$ cat config.mk
export PLATFORM = sky130hd
export DESIGN_NAME = imem_loader
export DESIGN_NICKNAME = d
export VERILOG_FILES = /design/src/rtl/imem_loader_pkg.sv /design/src/rtl/imem_loader_byte_packer.sv /design/src/rtl/imem_loader.sv
export SDC_FILE = /design/constraint.sdc
export NUM_CORES = 1
export LEC_CHECK = 0
export CAP_MARGIN = 10
export CORE_UTILIZATION = 40
export CTS_CLUSTER_SIZE = 14
export DETAILED_ROUTE_END_ITERATION = 16
export GPL_TIMING_DRIVEN = 0
export HOLD_SLACK_MARGIN = 0.05
export PLACE_DENSITY = 0.78
export SYNTH_ARGS = -nofsm -noshare
export SYNTH_HDL_FRONTEND = slang
export SYNTH_SLANG_ARGS = --single-unit
$ cat constraint.sdc
create_clock -name clk -period 2.65 [get_ports clk]
set_clock_uncertainty 0.1 [all_clocks]
set_input_delay 0.265 -clock clk [delete_from_list [all_inputs] [get_ports clk]]
set_output_delay 0.265 -clock clk [all_outputs]
set_load 0.02 [all_outputs]
$ cat src/rtl/imem_loader_pkg.sv
// imem_pkg: instruction-memory geometry and loader state encoding shared by the loader files.
package imem_pkg;
   localparam int IMEM_DEPTH  = 32;
   localparam int IMEM_ADDR_W = $clog2(IMEM_DEPTH);
   typedef enum logic [1:0] {LD_IDLE, LD_COLLECT, LD_WRITE, LD_DONE} ld_state_e;
endpackage

$ cat src/rtl/imem_loader_byte_packer.sv
// byte_packer: little-endian byte-to-word assembler; the 2-bit index wraps 3 -> 0 after a full word.
module byte_packer (
   input  logic        clk,
   input  logic        rst_n,
   input  logic        accept_i,
   input  logic [7:0]  byte_i,
   output logic        word_full_o,
   output logic [31:0] word_o
);
   logic [31:0] word_q, word_d;
   logic [1:0]  idx_q, idx_d;
   always_comb begin
      word_d = word_q;
      if (accept_i) word_d[{idx_q, 3'b000} +: 8] = byte_i;
      idx_d = accept_i ? idx_q + 2'd1 : idx_q;
   end
   always_ff @(posedge clk or negedge rst_n) begin
      if (!rst_n) begin
         word_q <= '0;
         idx_q  <= '0;
      end else begin
         word_q <= word_d;
         idx_q  <= idx_d;
      end
   end
   assign word_full_o = accept_i && idx_q == 2'd3;
   assign word_o      = word_q;
endmodule

$ cat src/rtl/imem_loader.sv
// imem_loader: packs a host byte stream into 32-bit words, writes them from address 0, stalls the core until loaded.
// Optional IMEM_LOADER_CHECKSUM_EN adds csum, the XOR of all words written in the current load.
module imem_loader
   import imem_pkg::*;
#(
   parameter int DEPTH  = IMEM_DEPTH,
   parameter int ADDR_W = IMEM_ADDR_W
) (
   input  logic              clk,
   input  logic              rst_n,
   input  logic              start,
   input  logic [ADDR_W:0]   word_count,
   input  logic              byte_valid,
   input  logic [7:0]        byte_data,
   output logic              byte_ready,
   output logic              wr_en,
   output logic [ADDR_W-1:0] wr_addr,
   output logic [31:0]       wr_data,
   output logic              busy,
   output logic              done,
   output logic              cpu_stall
`ifdef IMEM_LOADER_CHECKSUM_EN
   ,
   output logic [31:0]       csum
`endif
);
   localparam logic [ADDR_W:0] DEPTH_W = (ADDR_W+1)'(DEPTH);
   ld_state_e         state_q, state_d;
   logic [ADDR_W:0]   target_q, target_d;
   logic [ADDR_W-1:0] addr_q, addr_d;
   logic              stall_q, stall_d;
   logic              word_full, last_word, accept_start;
   assign accept_start = state_q == LD_IDLE && start;
   assign last_word    = (ADDR_W+1)'(addr_q) + (ADDR_W+1)'(1) >= target_q;
   byte_packer u_packer (
      .clk         (clk),
      .rst_n       (rst_n),
      .accept_i    (byte_valid && byte_ready),
      .byte_i      (byte_data),
      .word_full_o (word_full),
      .word_o      (wr_data)
   );
   always_comb begin
      state_d  = state_q;
      target_d = target_q;
      addr_d   = addr_q;
      stall_d  = stall_q;
      case (state_q)
         LD_IDLE: if (start) begin
            target_d = word_count > DEPTH_W ? DEPTH_W : word_count;
            addr_d   = '0;
            state_d  = word_count == '0 ? LD_DONE : LD_COLLECT;
            stall_d  = word_count != '0;
         end
         LD_COLLECT: state_d = word_full ? LD_WRITE : LD_COLLECT;
         LD_WRITE: begin
            state_d = last_word ? LD_DONE : LD_COLLECT;
            stall_d = !last_word && stall_q;
            addr_d  = last_word ? addr_q : addr_q + ADDR_W'(1);
         end
         default: state_d = LD_IDLE;
      endcase
   end
   always_ff @(posedge clk or negedge rst_n) begin
      if (!rst_n) begin
         state_q  <= LD_IDLE;
         target_q <= '0;
         addr_q   <= '0;
         stall_q  <= 1'b1;
      end else begin
         state_q  <= state_d;
         target_q <= target_d;
         addr_q   <= addr_d;
         stall_q  <= stall_d;
      end
   end
   assign byte_ready = state_q == LD_COLLECT;
   assign wr_en      = state_q == LD_WRITE;
   assign wr_addr    = addr_q;
   assign busy       = state_q == LD_COLLECT || state_q == LD_WRITE;
   assign done       = state_q == LD_DONE;
   assign cpu_stall  = stall_q;
`ifdef IMEM_LOADER_CHECKSUM_EN
   logic [31:0] csum_q;
   always_ff @(posedge clk or negedge rst_n) begin
      if (!rst_n) csum_q <= '0;
      else csum_q <= accept_start ? '0 : wr_en ? csum_q ^ wr_data : csum_q;
   end
   assign csum = csum_q;
`else
   logic unused_start;
   assign unused_start = accept_start;
`endif
endmodule

== Word level (Yosys, flattened, before mapping) ==
Index checks and enable logic that the tools add are counted.

* Word-level logic and storage cells: 44
* Output and inout port bits: 42
* Bits in registers: 48
* Input bits: 18

* Equal/unequal tests: 6
* Reduce and logical (&&, ||, !) cells: 12
* Add/sub/neg operators: 4
* Shift-type cells: 2
* Magnitude comparators: 2
* Muxes and demuxes: 12

{| class="wikitable"
|+ Operator list
! kind !! count
|-
| 32-bit bitwise mux || 1
|-
| 8-bit by 7-bit variable shift with 32-bit output, first input constant || 1
|-
| 8-bit by 7-bit variable part select with 32-bit output || 1
|-
| 5-bit two-way mux || 2
|-
| 5-bit one-hot mux with 2 select lines || 1
|-
| 2-bit two-way mux || 4
|-
| 5-bit negation with 7-bit output || 1
|-
| 5-bit by 1-bit adder with 6-bit output, second input constant || 1
|-
| 2-bit == test, second input constant || 3
|-
| 6-bit greater-or-equal comparator || 1
|-
| 6-bit > comparator, second input constant || 1
|-
| 6-bit logical NOT || 1
|-
| 6-bit two-way mux || 1
|-
| 2-bit one-hot mux with 3 select lines || 1
|-
| 6-bit nonzero test || 1
|-
| 5-bit by 1-bit adder with 5-bit output, second input constant || 1
|-
| 2-bit inequality test, second input constant || 2
|-
| 2-bit AND reduction || 2
|-
| 1-bit logical AND || 3
|-
| 3-bit AND reduction || 1
|-
| 2-bit by 1-bit adder with 2-bit output, second input constant || 1
|-
| 2-bit by 1-bit == test with 1-bit output, second input constant || 1
|-
| 2-bit logical NOT || 1
|-
| 1-bit one-hot mux with 2 select lines || 1
|-
| other kinds (4) || 4
|}

== Longest topological paths before layout ==
* Depth after elaboration: 5
* Mapped depth: 10
* Depth with buffers taken out: 9

== Hierarchy ==
From an unflattened synthesis, not the netlist that was laid out.

* Cells, all modules: 216
* Area total of the unflattened synthesis: 2412.3 um^2

{| class="wikitable"
|+ Modules (own cells, without submodules)
! module !! cells an instance !! sequential area each (um^2) !! instances !! area an instance (um^2)
|-
| byte_packer || 113 || 850.8 || 1 || 1458.9
|-
| imem_loader || 103 || 351.6 || 1 || 953.4
|}

== Least setup slack after synthesis ==
Ideal clock, no wire load.

* Path type: reg-to-reg
* Start: register addr_q[0] (netlist: wr_addr[0])
* End: register addr_q[2] (netlist: wr_addr[2])
* Buffers on the path: 1
* Cell stages (with the launch flop): 11
* Clock period less this slack: 2443 ps
* Setup slack: 207 ps
* Data required time: 2417 ps
* Arrival time: 2210 ps
* Cell sequence: dfrtp_1 ha_1 nand3_1 xnor2_1 ha_1 o21a_1 a21oi_1 o21a_2 buf_6 a21oi_1 nand4b_1

* Word-level cells in the longest chain between the ends: 4

{| class="wikitable"
|+ Ends and longest elaborated chain
! item !! line !! source
|-
| start: declaration || imem_loader.sv:30 || <nowiki>logic [ADDR_W-1:0] addr_q, addr_d;</nowiki>
|-
| start signal: assignment || imem_loader.sv:73 || <nowiki>addr_q <= addr_d;</nowiki>
|-
| 5-bit by 1-bit adder with 6-bit output || imem_loader.sv:34 || <nowiki>assign last_word = (ADDR_W+1)'(addr_q) + (ADDR_W+1)'(1) >= target_q;</nowiki>
|-
| 6-bit greater-or-equal comparator || imem_loader.sv:34 ||
|-
| 2-bit inequality test (no source line) || - ||
|-
| 3-bit AND reduction (no source line) || - ||
|}

Several ways; a longest one is shown, not always the timed one. The select of a mux whose other input is x is not followed.
A chain may end at the register's enable or synchronous reset.

== Worst setup path after layout ==
Ends and elaborated chain as after synthesis.

==> summary.log <==
qor: run_status.status complete, no violations
qor: worst_setup_path.critical_path.max_fanout 10
qor: finish.instances_no_fill 342
qor: logic_synthesis.syn-cell-area 0.00242 mm^2
qor: finish.fillers 507
qor: floorplan.core_area 0.00568 mm^2
qor: global_routing.grt_pass1_wl 9.32 mm
qor: finish.multi_input_area 0.00113 mm^2
qor: worst_setup_path.startpoint_type flip-flop
qor: sta.drv_slew 0
qor: drt.routed-via-count 1,897
qor: clocking.clk_root_buffer_cell sky130_fd_sc_hd__clkbuf_8
qor: worst_setup_path.critical_path.max_stage_delay 440 ps
qor: logic_synthesis.synth-edff-count 0
qor: placement.dp_worst_setup_slack 81.5 ps
qor: sta.setup_viol_count_final 0
qor: floorplan.die_width 79.8 um
qor: worst_setup_path.crit_path_end_kind flip-flop
qor: worst_setup_path.crit_path_top_delay_cell sky130_fd_sc_hd__dfrtp_2
qor: drt.first_pass_iters 4
qor: worst_setup_path.worst_ep_required_time 2740 ps
qor: floorplan.pin_count 60
qor: finish.n_antenna_cell 0
qor: placement.placed_cell_area 0.00309 mm^2
qor: sta.period_minus_slack 2520 ps
qor: worst_setup_path.critPathBufInv 1
qor: worst_hold_path.min_from byte_valid
qor: drt.routed_wirelength 5.78 mm
qor: clocking.post_cts_setup_buffer_count 0
qor: floorplan.chipHeight 79.8 um
qor: pwr.irDropWorstVdd 484 uV
qor: worst_setup_path.critical_path_class flip-flop to flip-flop
qor: global_routing.grt_max_degree 33
qor: sta.period_share 95.2%
qor: global_routing.global_route.usage.total 19.2%
qor: placement.placedCellCount 333
qor: clocking.cts_tree built
qor: clocking.clock_tree.buffer_depth 2
qor: worst_setup_path.timing.critical_path.from wr_addr[0]
qor: pwr.power.density 1140 mW/mm^2
qor: logic_synthesis.synthesis.instances 203
qor: worst_hold_path.worstHoldPathType primary input to flip-flop
qor: worst_setup_path.worst_r2r_startpoint wr_addr[0]
qor: clocking.tritoncts_num_sinks 48
qor: logic_synthesis.ys_seq_elements 48
qor: worst_setup_path.crit_chain ha_1 > nand3_1 > xnor2_1 > ha_1 > o21a_1 > a21oi_1 > o21a_2 > buf_6 > a21oi_1 > nand4b_1
qor: logic_synthesis.synth_ff_type sky130_fd_sc_hd__dfrtp_1
qor: sta.setup_ws 127 ps
qor: logic_synthesis.postSynthNetCount 237
qor: finish.drive_gt1_share 12.2%
qor: global_routing.grt_antenna_before_repair 0
qor: worst_setup_path.cp_delay_by_family_top adder cells
qor: sta.tightestPinTransition 583 ps
qor: clocking.cts_made_buffers 5
qor: placement.place.port_buffers 57
qor: sta.rsz0062_at_grt false
qor: floorplan.start_util 42.6%
qor: flow_run.max-cap-violations 0
qor: finish.syn2layout_area_growth 34.1%
qor: clocking.cts.clk_slew.worst_paths 90 ps
qor: sta.final-hold-violation-count 0
qor: finish.final_area 0.00324 mm^2
qor: finish.design.final.nets 303
qor: global_routing.grt_overflow 0
qor: drt.antenna_left 0
qor: drt.avgViaCountPerCell 5.55
qor: clocking.worst_skew_pair.late_latency 310 ps
qor: logic_synthesis.synthesis.yosys.warnings 0
qor: floorplan.row_count 27
qor: finish.area.sequential 0.00120 mm^2
qor: clocking.htreeDepth 2
qor: drt.post-route-drc-count 0
qor: sta.setup-tns-final 0 ps
qor: sta.fmax_achieved 396 MHz
qor: drt.post_drt_wl_per_cell 16.9 um
qor: logic_synthesis.ys_types 44
qor: floorplan.die_outline_area 0.00636 mm^2
qor: placement.post-dp-hpwl 4.25 mm
qor: global_routing.vias_in_the_first_global_route 1,894
qor: sta.worst_slew_margin_rel 60.9%
qor: logic_synthesis.synth_sequential_area_ratio 49.7%
qor: pwr.cell_leakage_power 1.45 nW
qor: drt.dr.first_iter.drc_count 123
qor: placement.gp_routability_congestion 0.830
qor: logic_synthesis.post_synth.cell_area_avg 11.9 um^2
qor: logic_synthesis.synth-async-reset-ratio 100%
qor: worst_setup_path.cp_data_arrival_time 2610 ps
[path summary, 6_finish.rpt]
path | to | slack, ps | cells past startpoint
max in group asynchronous | cpu_stall | 1550 | 3
min in group asynchronous | u_packer.word_o[27] | 320 | 2
max | wr_addr[2] | 130 | 10
max reg2reg | wr_addr[2] | 130 | 10
min reg2reg | target_q[1] | 390 | 2
min | u_packer.idx_q[0] | 250 | 3
[per-stage QoR]
stage,util [%],hold WS (ps),power (mW)
4_1_cts,57.1,257,3.70
3_5_place_dp,54.5,118,3.06
3_3_place_gp,54.3,366,3.00
5_1_grt,57.1,281,3.90
2_1_floorplan,-,-131,2.33
6_report,57.1,254,3.68
[synth_stat cells (2+ instances only)]
library cell                n  area share, %
sky130_fd_sc_hd__a21oi_1    6            1.2
sky130_fd_sc_hd__a22o_1    32             12
sky130_fd_sc_hd__and3_1     3           0.78
sky130_fd_sc_hd__buf_2      3           0.62
sky130_fd_sc_hd__clkbuf_1   2           0.31
sky130_fd_sc_hd__dfrtp_1   47             49
sky130_fd_sc_hd__ha_1      16            8.3
sky130_fd_sc_hd__inv_1     10            1.6
sky130_fd_sc_hd__mux2_2     2           0.93
sky130_fd_sc_hd__mux2i_1    3            1.2
sky130_fd_sc_hd__nand2_1   12            1.9
sky130_fd_sc_hd__nand2b_1   8            2.1
sky130_fd_sc_hd__nand3_1    7            1.4
sky130_fd_sc_hd__nand3_2    2           0.83
sky130_fd_sc_hd__nand4_1    4            1.0
sky130_fd_sc_hd__nand4b_1   2           0.72
sky130_fd_sc_hd__nor2_1     4           0.62
sky130_fd_sc_hd__nor3_1     2           0.41
sky130_fd_sc_hd__nor4b_4    3            2.9
sky130_fd_sc_hd__o21ai_0    9            1.9
sky130_fd_sc_hd__xnor2_1    2           0.72
sky130_fd_sc_hd__xor2_1     2           0.72
[state kept, by name (all words and copies together) (netlist names)]
signal / cells
u_packer.word_o: 32
target_q: 6
wr_addr: 5
state_q: 2
u_packer.idx_q: 2
cpu_stall: 1
[worst min-delay path: stages]
cell and delay, ps:
sky130_fd_sc_hd__clkbuf_2 150, sky130_fd_sc_hd__nand2_1 130, sky130_fd_sc_hd__xnor2_1 80
[kinds of logic after synthesis]
logic type / Yosys count / synth area share [%]
AOI/OAI and AO/OA: 57 / 18.6
and+or+nand+nor: 54 / 16.2
DFF: 48 / 49.7
buffers and inverters: 19 / 3.62
adders and majority gates: 16 / 8.28
muxes: 5 / 2.17
xor gates and xnor gates: 4 / 1.45
[timing repair]
action | in CTS | in global routing
hold endpoints to repair | 16 | 0
endpoints found under the setup margin | 0 | 5
resized for setup | 0 | 1
hold buffers | 1 | 0
[metal layers]
metal | track usage (%) | part of all wire [%]
met1 | 25.1 | 44
met2 | 31.1 | 49
met3 | 3.89 | 4.6
met4 | 7.50 | 2.2
met5 | 0 | 0
[area by class of cell]
class                      count  share of cell area, %
timing repair buffer          59                   18.4
inverter                      11                   1.27
clock inverter                 3                   2.12
sequential                    48                   37.1
buffer                         8                   1.43
tap                           72                   2.78
multi-input combinational    136                   34.8
clock buffer                   5                   2.12
[cells in the final DEF (no fill, tap or decap), types with 2 or more instances in the layout]
master                            netlist  final
sky130_fd_sc_hd__clkbuf_1               2      2
sky130_fd_sc_hd__nor2_1                 4      4
sky130_fd_sc_hd__buf_2                  3      4
sky130_fd_sc_hd__nor4b_4                3      3
sky130_fd_sc_hd__o21ai_0                9      9
sky130_fd_sc_hd__inv_1                 10     10
sky130_fd_sc_hd__mux2i_1                3      3
sky130_fd_sc_hd__xnor2_1                2      2
sky130_fd_sc_hd__bufinv_16              0      2
sky130_fd_sc_hd__a22o_1                32     32
sky130_fd_sc_hd__and3_1                 3      3
sky130_fd_sc_hd__ha_1                  16     16
sky130_fd_sc_hd__nand2b_1               8      8
sky130_fd_sc_hd__nand3_2                2      2
sky130_fd_sc_hd__nand3_1                7      7
sky130_fd_sc_hd__nand2_1               12     12
sky130_fd_sc_hd__a21oi_1                6      6
sky130_fd_sc_hd__clkdlybuf4s50_1        0     56
sky130_fd_sc_hd__dfrtp_1               47     46
sky130_fd_sc_hd__mux2_2                 2      2
sky130_fd_sc_hd__xor2_1                 2      2
sky130_fd_sc_hd__nand4b_1               2      2
sky130_fd_sc_hd__clkbuf_8               0      5
sky130_fd_sc_hd__nand4_1                4      4
sky130_fd_sc_hd__nor3_1                 2      2
[where the power goes]
group / leakage, nW / total (mW) / switching [mW] / internal [mW]
registers: 0.643 / 1.22 / 0.198 / 1.02
logic: 0.741 / 1.83 / 0.953 / 0.875
clock network: 0.0687 / 0.640 / 0.260 / 0.380
(Power assumes the default switching activity.)
==> patch 1, RTL diff (config.mk and constraints unchanged) <==
Re-encode `ld_state_e` (4 states) as one-hot, 4 bits wide.
--- a/src/rtl/imem_loader_pkg.sv
+++ b/src/rtl/imem_loader_pkg.sv
@@ -4,3 +4,3 @@
    localparam int IMEM_ADDR_W = $clog2(IMEM_DEPTH);
-   typedef enum logic [1:0] {LD_IDLE, LD_COLLECT, LD_WRITE, LD_DONE} ld_state_e;
+   typedef enum logic [3:0] {LD_IDLE = 4'b0001, LD_COLLECT = 4'b0010, LD_WRITE = 4'b0100, LD_DONE = 4'b1000} ld_state_e;
 endpackage
Behaviour: no difference found for any inputs over 10 cycles, from zero or initial values and one cycle with rst_n low; not proved beyond that.
==> patch 1 against the original RTL <==
Final area barely moved; sequential power decreased by 11%; largest power group unchanged; setup slack gained 0.22 ns; non-clock buffer count is 1 higher; highest routed layer unchanged; die area up 0.90%; area after synthesis is 0.93% higher; power shrank 28%; sequential cell count is 2 higher; wire length down 7.1%; largest cell class unchanged; worst hold slack better by 0.0056 ns; cell count rose by 15%; critical path depth unchanged; count of clock-buffer cells in the layout rose by 2.
==> patch 1: results (changes against the original RTL) <==
* Net count reported at finish at 348 (+15%)
* Sequential share of the synthesized area at 0.5136 (+0.01643)
* Number of vias per cell after detailed routing at 4.896 (-12%)
* First-pass iteration count of the detailed router at 4 (unchanged)
* Highest cell delay on the worst timing path at around 0.45 ns
* Metal2 WL at 2563 um (-9.8%)
* Maximum number of pins on one net before global-route repair at 42 (+27%)
* Post-CTS Resized at 0 (unchanged)
* H-tree depth reported by CTS at 2 (unchanged)
* Power share of the combinational group at 0.421 (-0.075)
* Commonest cells in the synthesized netlist: 77 x sky130_fd_sc_hd__nand2_1, 48 x sky130_fd_sc_hd__dfrtp_1, 28 x sky130_fd_sc_hd__o21ai_1
* Max clock buf depth at 2 (unchanged)
* Total length of routed met3 wires at 246 um (-7.5%)
* Delay-heaviest family, CP: compound AO/OA/AOI/OAI gates
* Root buffer selected by CTS: sky130_fd_sc_hd__clkbuf_8
* Total track usage at 0.1765 (-0.01525)
* Largest vdd supply drop at 0.4002 mV (-17%)
* Global placement routability congestion at 0.7961 (-4.1%)
* Post-DP HPWL at 4003 um (-5.8%)
* Critical Path Slowest Stage Cell: sky130_fd_sc_hd__dfrtp_1
* Setup WS pre-CTS at 0.3893 ns (+0.3078 ns)
* Synthesized net count at 280 (+18%)
* Post-Route WL at 5364 um (-7.1%)
* PnR worst setup slack at 0.3470 ns (+0.2201 ns)
* Transition time at the pin with the least slew margin at 0.9350 ns (+0.3515 ns)
* Leakage dissipation at 1.426 nW (-1.9%)
* Run status: finished clean
* Via count of the first global-routing pass at 1797 (-5.1%)
* Filler cells at 531 (+4.7%)
* Synth top area cells: sky130_fd_sc_hd__dfrtp_1 49%, sky130_fd_sc_hd__nand2_1 12%, sky130_fd_sc_hd__ha_1 6.2%
* Internal power component at 1.644 mW (-28%)
* M1 WL at 2473 um (-2.7%)
* Worst Path Arrival at 2.40 ns (-0.21 ns)
* Number of cells traversed by the worst register-to-register path at 10 (unchanged)
* Number of inserted diodes at 0 (unchanged)
* Number of distinct library cells after synthesis at 30 (-32%)
* Detailed router's first-iteration violation count at 130 (+5.7%)
* Input/output buffers at 59 (+3.5%)
* Fraction of layout instances using a drive strength above 1 at 0.1003 (-0.02191)
* Path category of the worst min-delay check: in2async
* First-pass GRT wire length at 8576 um (-8.0%)
* Worst skew pair latency at about 0.3 ns
==> patch 1: layout make-up <==
type	count	share of cell area
plain buffers	7	0.02007
clock buffers	7	0.02663
clock inverters	1	0.001544
inverters	10	0.01158
multi-input cells	183	0.3346
flip-flops and latches	50	0.3867
well taps	75	0.02895
repair buffers	61	0.1899
==> patch 1: cells by family after synthesis <==
| group | Yosys count | share of synthesized area |
|---|---|---|
| AO/OA/AOI/OAI | 53 | 0.1266 |
| multiplexers | 2 | 0.008713 |
| AND/OR/NAND/NOR | 112 | 0.2332 |
| adder cells (fa/ha/maj) | 12 | 0.06151 |
| buffers and inverters | 17 | 0.04203 |
| flip-flops | 50 | 0.5136 |
| XOR/XNOR | 4 | 0.01435 |
==> patch 1: power groups by stage <==
stage / Clock [mW] / Combinational (mW) / Sequential, mW
floorplan: 0 / 0.574 / 1.21
global placement: 0 / 1.08 / 1.09
detailed placement: 0 / 1.11 / 1.10
CTS: 0.464 / 1.12 / 1.09
global route: 0.493 / 1.22 / 1.11
finish: 0.448 / 1.11 / 1.08
==> patch 1: worst register-to-register path: cells and delay by family (launching register included) <==
family,cells,cell delay (ns)
AO/OA/AOI/OAI,4,0.55
XOR/XNOR,1,0.17
buffers and inverters,1,0.23
flip-flops,1,0.45
AND/OR/NAND/NOR,2,0.17
adder cells (fa/ha/maj),2,0.53
==> patch 1: final timing paths <==
kind                                              endpoint                             from
hold reg to reg            u_packer.word_o[14]$_DFFE_PN0P_  u_packer.word_o[14]$_DFFE_PN0P_
setup reg to reg                    wr_addr[2]$_DFFE_PN0P_           wr_addr[0]$_DFFE_PN0P_
max in group asynchronous            cpu_stall$_DFFE_PN1P_                            rst_n
setup / recovery                    wr_addr[2]$_DFFE_PN0P_           wr_addr[0]$_DFFE_PN0P_
min in group clk           u_packer.word_o[14]$_DFFE_PN0P_  u_packer.word_o[14]$_DFFE_PN0P_
hold / removal              u_packer.word_o[4]$_DFFE_PN0P_                            rst_n
==> patch 1: metrics by stage <==
step	hold slack, ns	TNS (ns)	cells	instance area [um^2]
2_1_floorplan	-0.1306	0	250	2441
3_3_place_gp	0.3609	-8.752	384	3126
3_5_place_dp	0.04165	0	385	3141
4_1_cts	0.2516	0	394	3242
5_1_grt	0.2743	0	394	3242
6_report	0.2592	0	394	3242
==> patch 1: what timing repair did <==
action	in CTS	in global routing
setup buffers	0	0
endpoints found under the hold margin	48	0
hold buffers	1	0
==> patch 1: layer usage <==
layer,global-route usage,vias to the layer above
met2,0.2803,43
met5,0,-
li1,-,976
met1,0.2382,903
met3,0.03409,7
met4,0.06607,0
==> patch 2, RTL diff (same settings) <==
Without the edit above. Add a define of `IMEM_LOADER_CHECKSUM_EN`.
--- a/src/rtl/imem_loader.sv
+++ b/src/rtl/imem_loader.sv
@@ -2,2 +2,4 @@
 // Optional IMEM_LOADER_CHECKSUM_EN adds csum, the XOR of all words written in the current load.
+`define IMEM_LOADER_CHECKSUM_EN
+
 module imem_loader
Behaviour (old outputs only; new: csum): unchanged (equiv_simple and equiv_induct, registers matched by name and starting in step).
==> patch 2 against the original RTL <==
Worst hold slack worse by 0.045 ns; die area rose by 54%; area after synthesis up 56%; core utilization fell by 2.6 points; power is 43% higher; setup slack better by 0.042 ns; fmax grew 1.7%; clock power is 34% higher; wire length up 59%; final area up 55%; sequential cell count is 32 higher; critical endpoint unchanged; largest power group unchanged; highest routed layer unchanged.
==> patch 2: results (changes against the original RTL) <==
* Transition time at the pin with the least slew margin at 0.5613 ns (-0.02214 ns)
* Setup WS pre-CTS at 0.03560 ns (-0.04590 ns)
* H-tree depth reported by CTS at 3 (+1)
* M1 WL at 4089 um (+61%)
* First-pass GRT wire length at 15340 um (+65%)
* Run status: finished clean
* Metal2 WL at 4647 um (+64%)
* Detailed router's first-iteration violation count at 95 (-23%)
* Adder-Cell Fraction of Synth Area at 0.05321 (-0.02956)
* Post-detailed-route wirelength per cell at 16.55 um (-2.0%)
* Global placement routability congestion at 0.8507 (+2.4%)
* Input/output buffers at 89 (+56%)
* Number of vias per cell after detailed routing at 5.193 (-6.4%)
* Commonest cells in the synthesized netlist: 79 x sky130_fd_sc_hd__dfrtp_1, 39 x sky130_fd_sc_hd__nand2_1, 36 x sky130_fd_sc_hd__nor2_1
* Internal power component at 3.113 mW (+37%)
* Instance area at placement at 4817 um^2 (+56%)
* XOR/XNOR Fraction of Synth Area at 0.08380 (+0.06932)
* Number of distinct library cells after synthesis at 45 (+2.3%)
* Worst skew pair latency at 0.35 ns (+0.04 ns)
* Maximum number of pins on one net before global-route repair at 61 (+85%)
* Via count of the first global-routing pass at 2896 (+53%)
* Slack of the worst reg-to-reg path at 0.17 ns (+0.04 ns)
* Inserted Clock Buffers at 9 (+4)
* Net count reported at finish at 472 (+56%)
* Share of the synthesized area in compound gates (AO/OA/AOI/OAI) at 0.1207 (-0.06500)
* Mux contribution to synthesized area at 0.01097 (-0.01075)
* Synth top area cells: sky130_fd_sc_hd__dfrtp_1 53%, sky130_fd_sc_hd__xor2_1 7.9%, sky130_fd_sc_hd__a22o_1 7.4%
* Met3 demand-to-capacity share in global routing at 0.04397 (+0.005114)
* Sequential share of the synthesized area at 0.5324 (+0.03527)
* Met1 track demand over resource at 0.2700 (+0.01950)
## patch 2: cell types whose count changed after synthesis, sizes merged, moves of 5 or more
cell | before | now
nand2 | 12 | 39
xor2 | 2 | 34
nand3b | 1 | 6
dfrtp | 47 | 79
nor2 | 4 | 36
## patch 2: what timing repair did
item	CTS	global route
hold buffers	1	0
setup endpoints to repair	0	6
resized for setup	0	2
hold endpoints to repair	26	0
## patch 2: final cells by class
type | count | area, um^2
buffer | 16 | 78.83
clock buffer | 9 | 123.9
clock inverter | 7 | 60.06
fill | 831 | 4177
inverter | 12 | 45.04
multi-input combinational | 228 | 1643
sequential | 80 | 2004
tap | 111 | 138.9
timing repair buffer | 91 | 925.9
## patch 2: cells by family after synthesis
| group | count (synthesis) |
|---|---|
| xor gates and xnor gates | 36 |
| adders and majority gates | 16 |
| and+or+nand+nor | 114 |
| muxes | 4 |
| AOI/OAI and AO/OA | 58 |
| DFF | 80 |
| buffers and inverters | 28 |
## patch 2: through the flow
| stage | TNS, ns | hold WS, ns | utilization | cells |
|---|---|---|---|---|
| 5_1_grt | 0 | 0.2150 | 0.5459 | 554 |
| 3_3_place_gp | -121.22 | 0.3853 | 0.5211 | 536 |
| 2_1_floorplan | 0 | -0.1306 | - | 336 |
| 4_1_cts | 0 | 0.1976 | 0.5449 | 554 |
| 6_report | 0 | 0.2087 | 0.5459 | 554 |
| 3_5_place_dp | 0 | 0.08285 | 0.5238 | 537 |
## patch 2: worst max path at each step
| stage | end | slack [ns] | from | depth (start not counted) |
|---|---|---|---|---|
| finish | wr_addr[2]$_DFFE_PN0P_ | 0.17 | wr_addr[0]$_DFFE_PN0P_ | 10 |
| global route | wr_addr[2]$_DFFE_PN0P_ | 0.02 | wr_addr[2]$_DFFE_PN0P_ | 9 |
| CTS | wr_addr[2]$_DFFE_PN0P_ | 0.02 | wr_addr[0]$_DFFE_PN0P_ | 10 |
| detailed placement | wr_addr[2]$_DFFE_PN0P_ | 0.04 | wr_addr[0]$_DFFE_PN0P_ | 10 |
| global placement | csum[19]$_DFFE_PN0P_ | -1.53 | rst_n | 1 |
| floorplan | wr_addr[2]$_DFFE_PN0P_ | 0.21 | wr_addr[0]$_DFFE_PN0P_ | 10 |
## patch 2: power by group through the flow
stage / clock [mW] / combinational [mW] / sequential, mW
5_1_grt: 0.942 / 2.65 / 2.01
3_5_place_dp: 0 / 2.46 / 1.99
6_report: 0.855 / 2.45 / 1.96
2_1_floorplan: 0 / 1.09 / 2.28
3_3_place_gp: 0 / 2.40 / 1.97
4_1_cts: 0.879 / 2.47 / 1.97
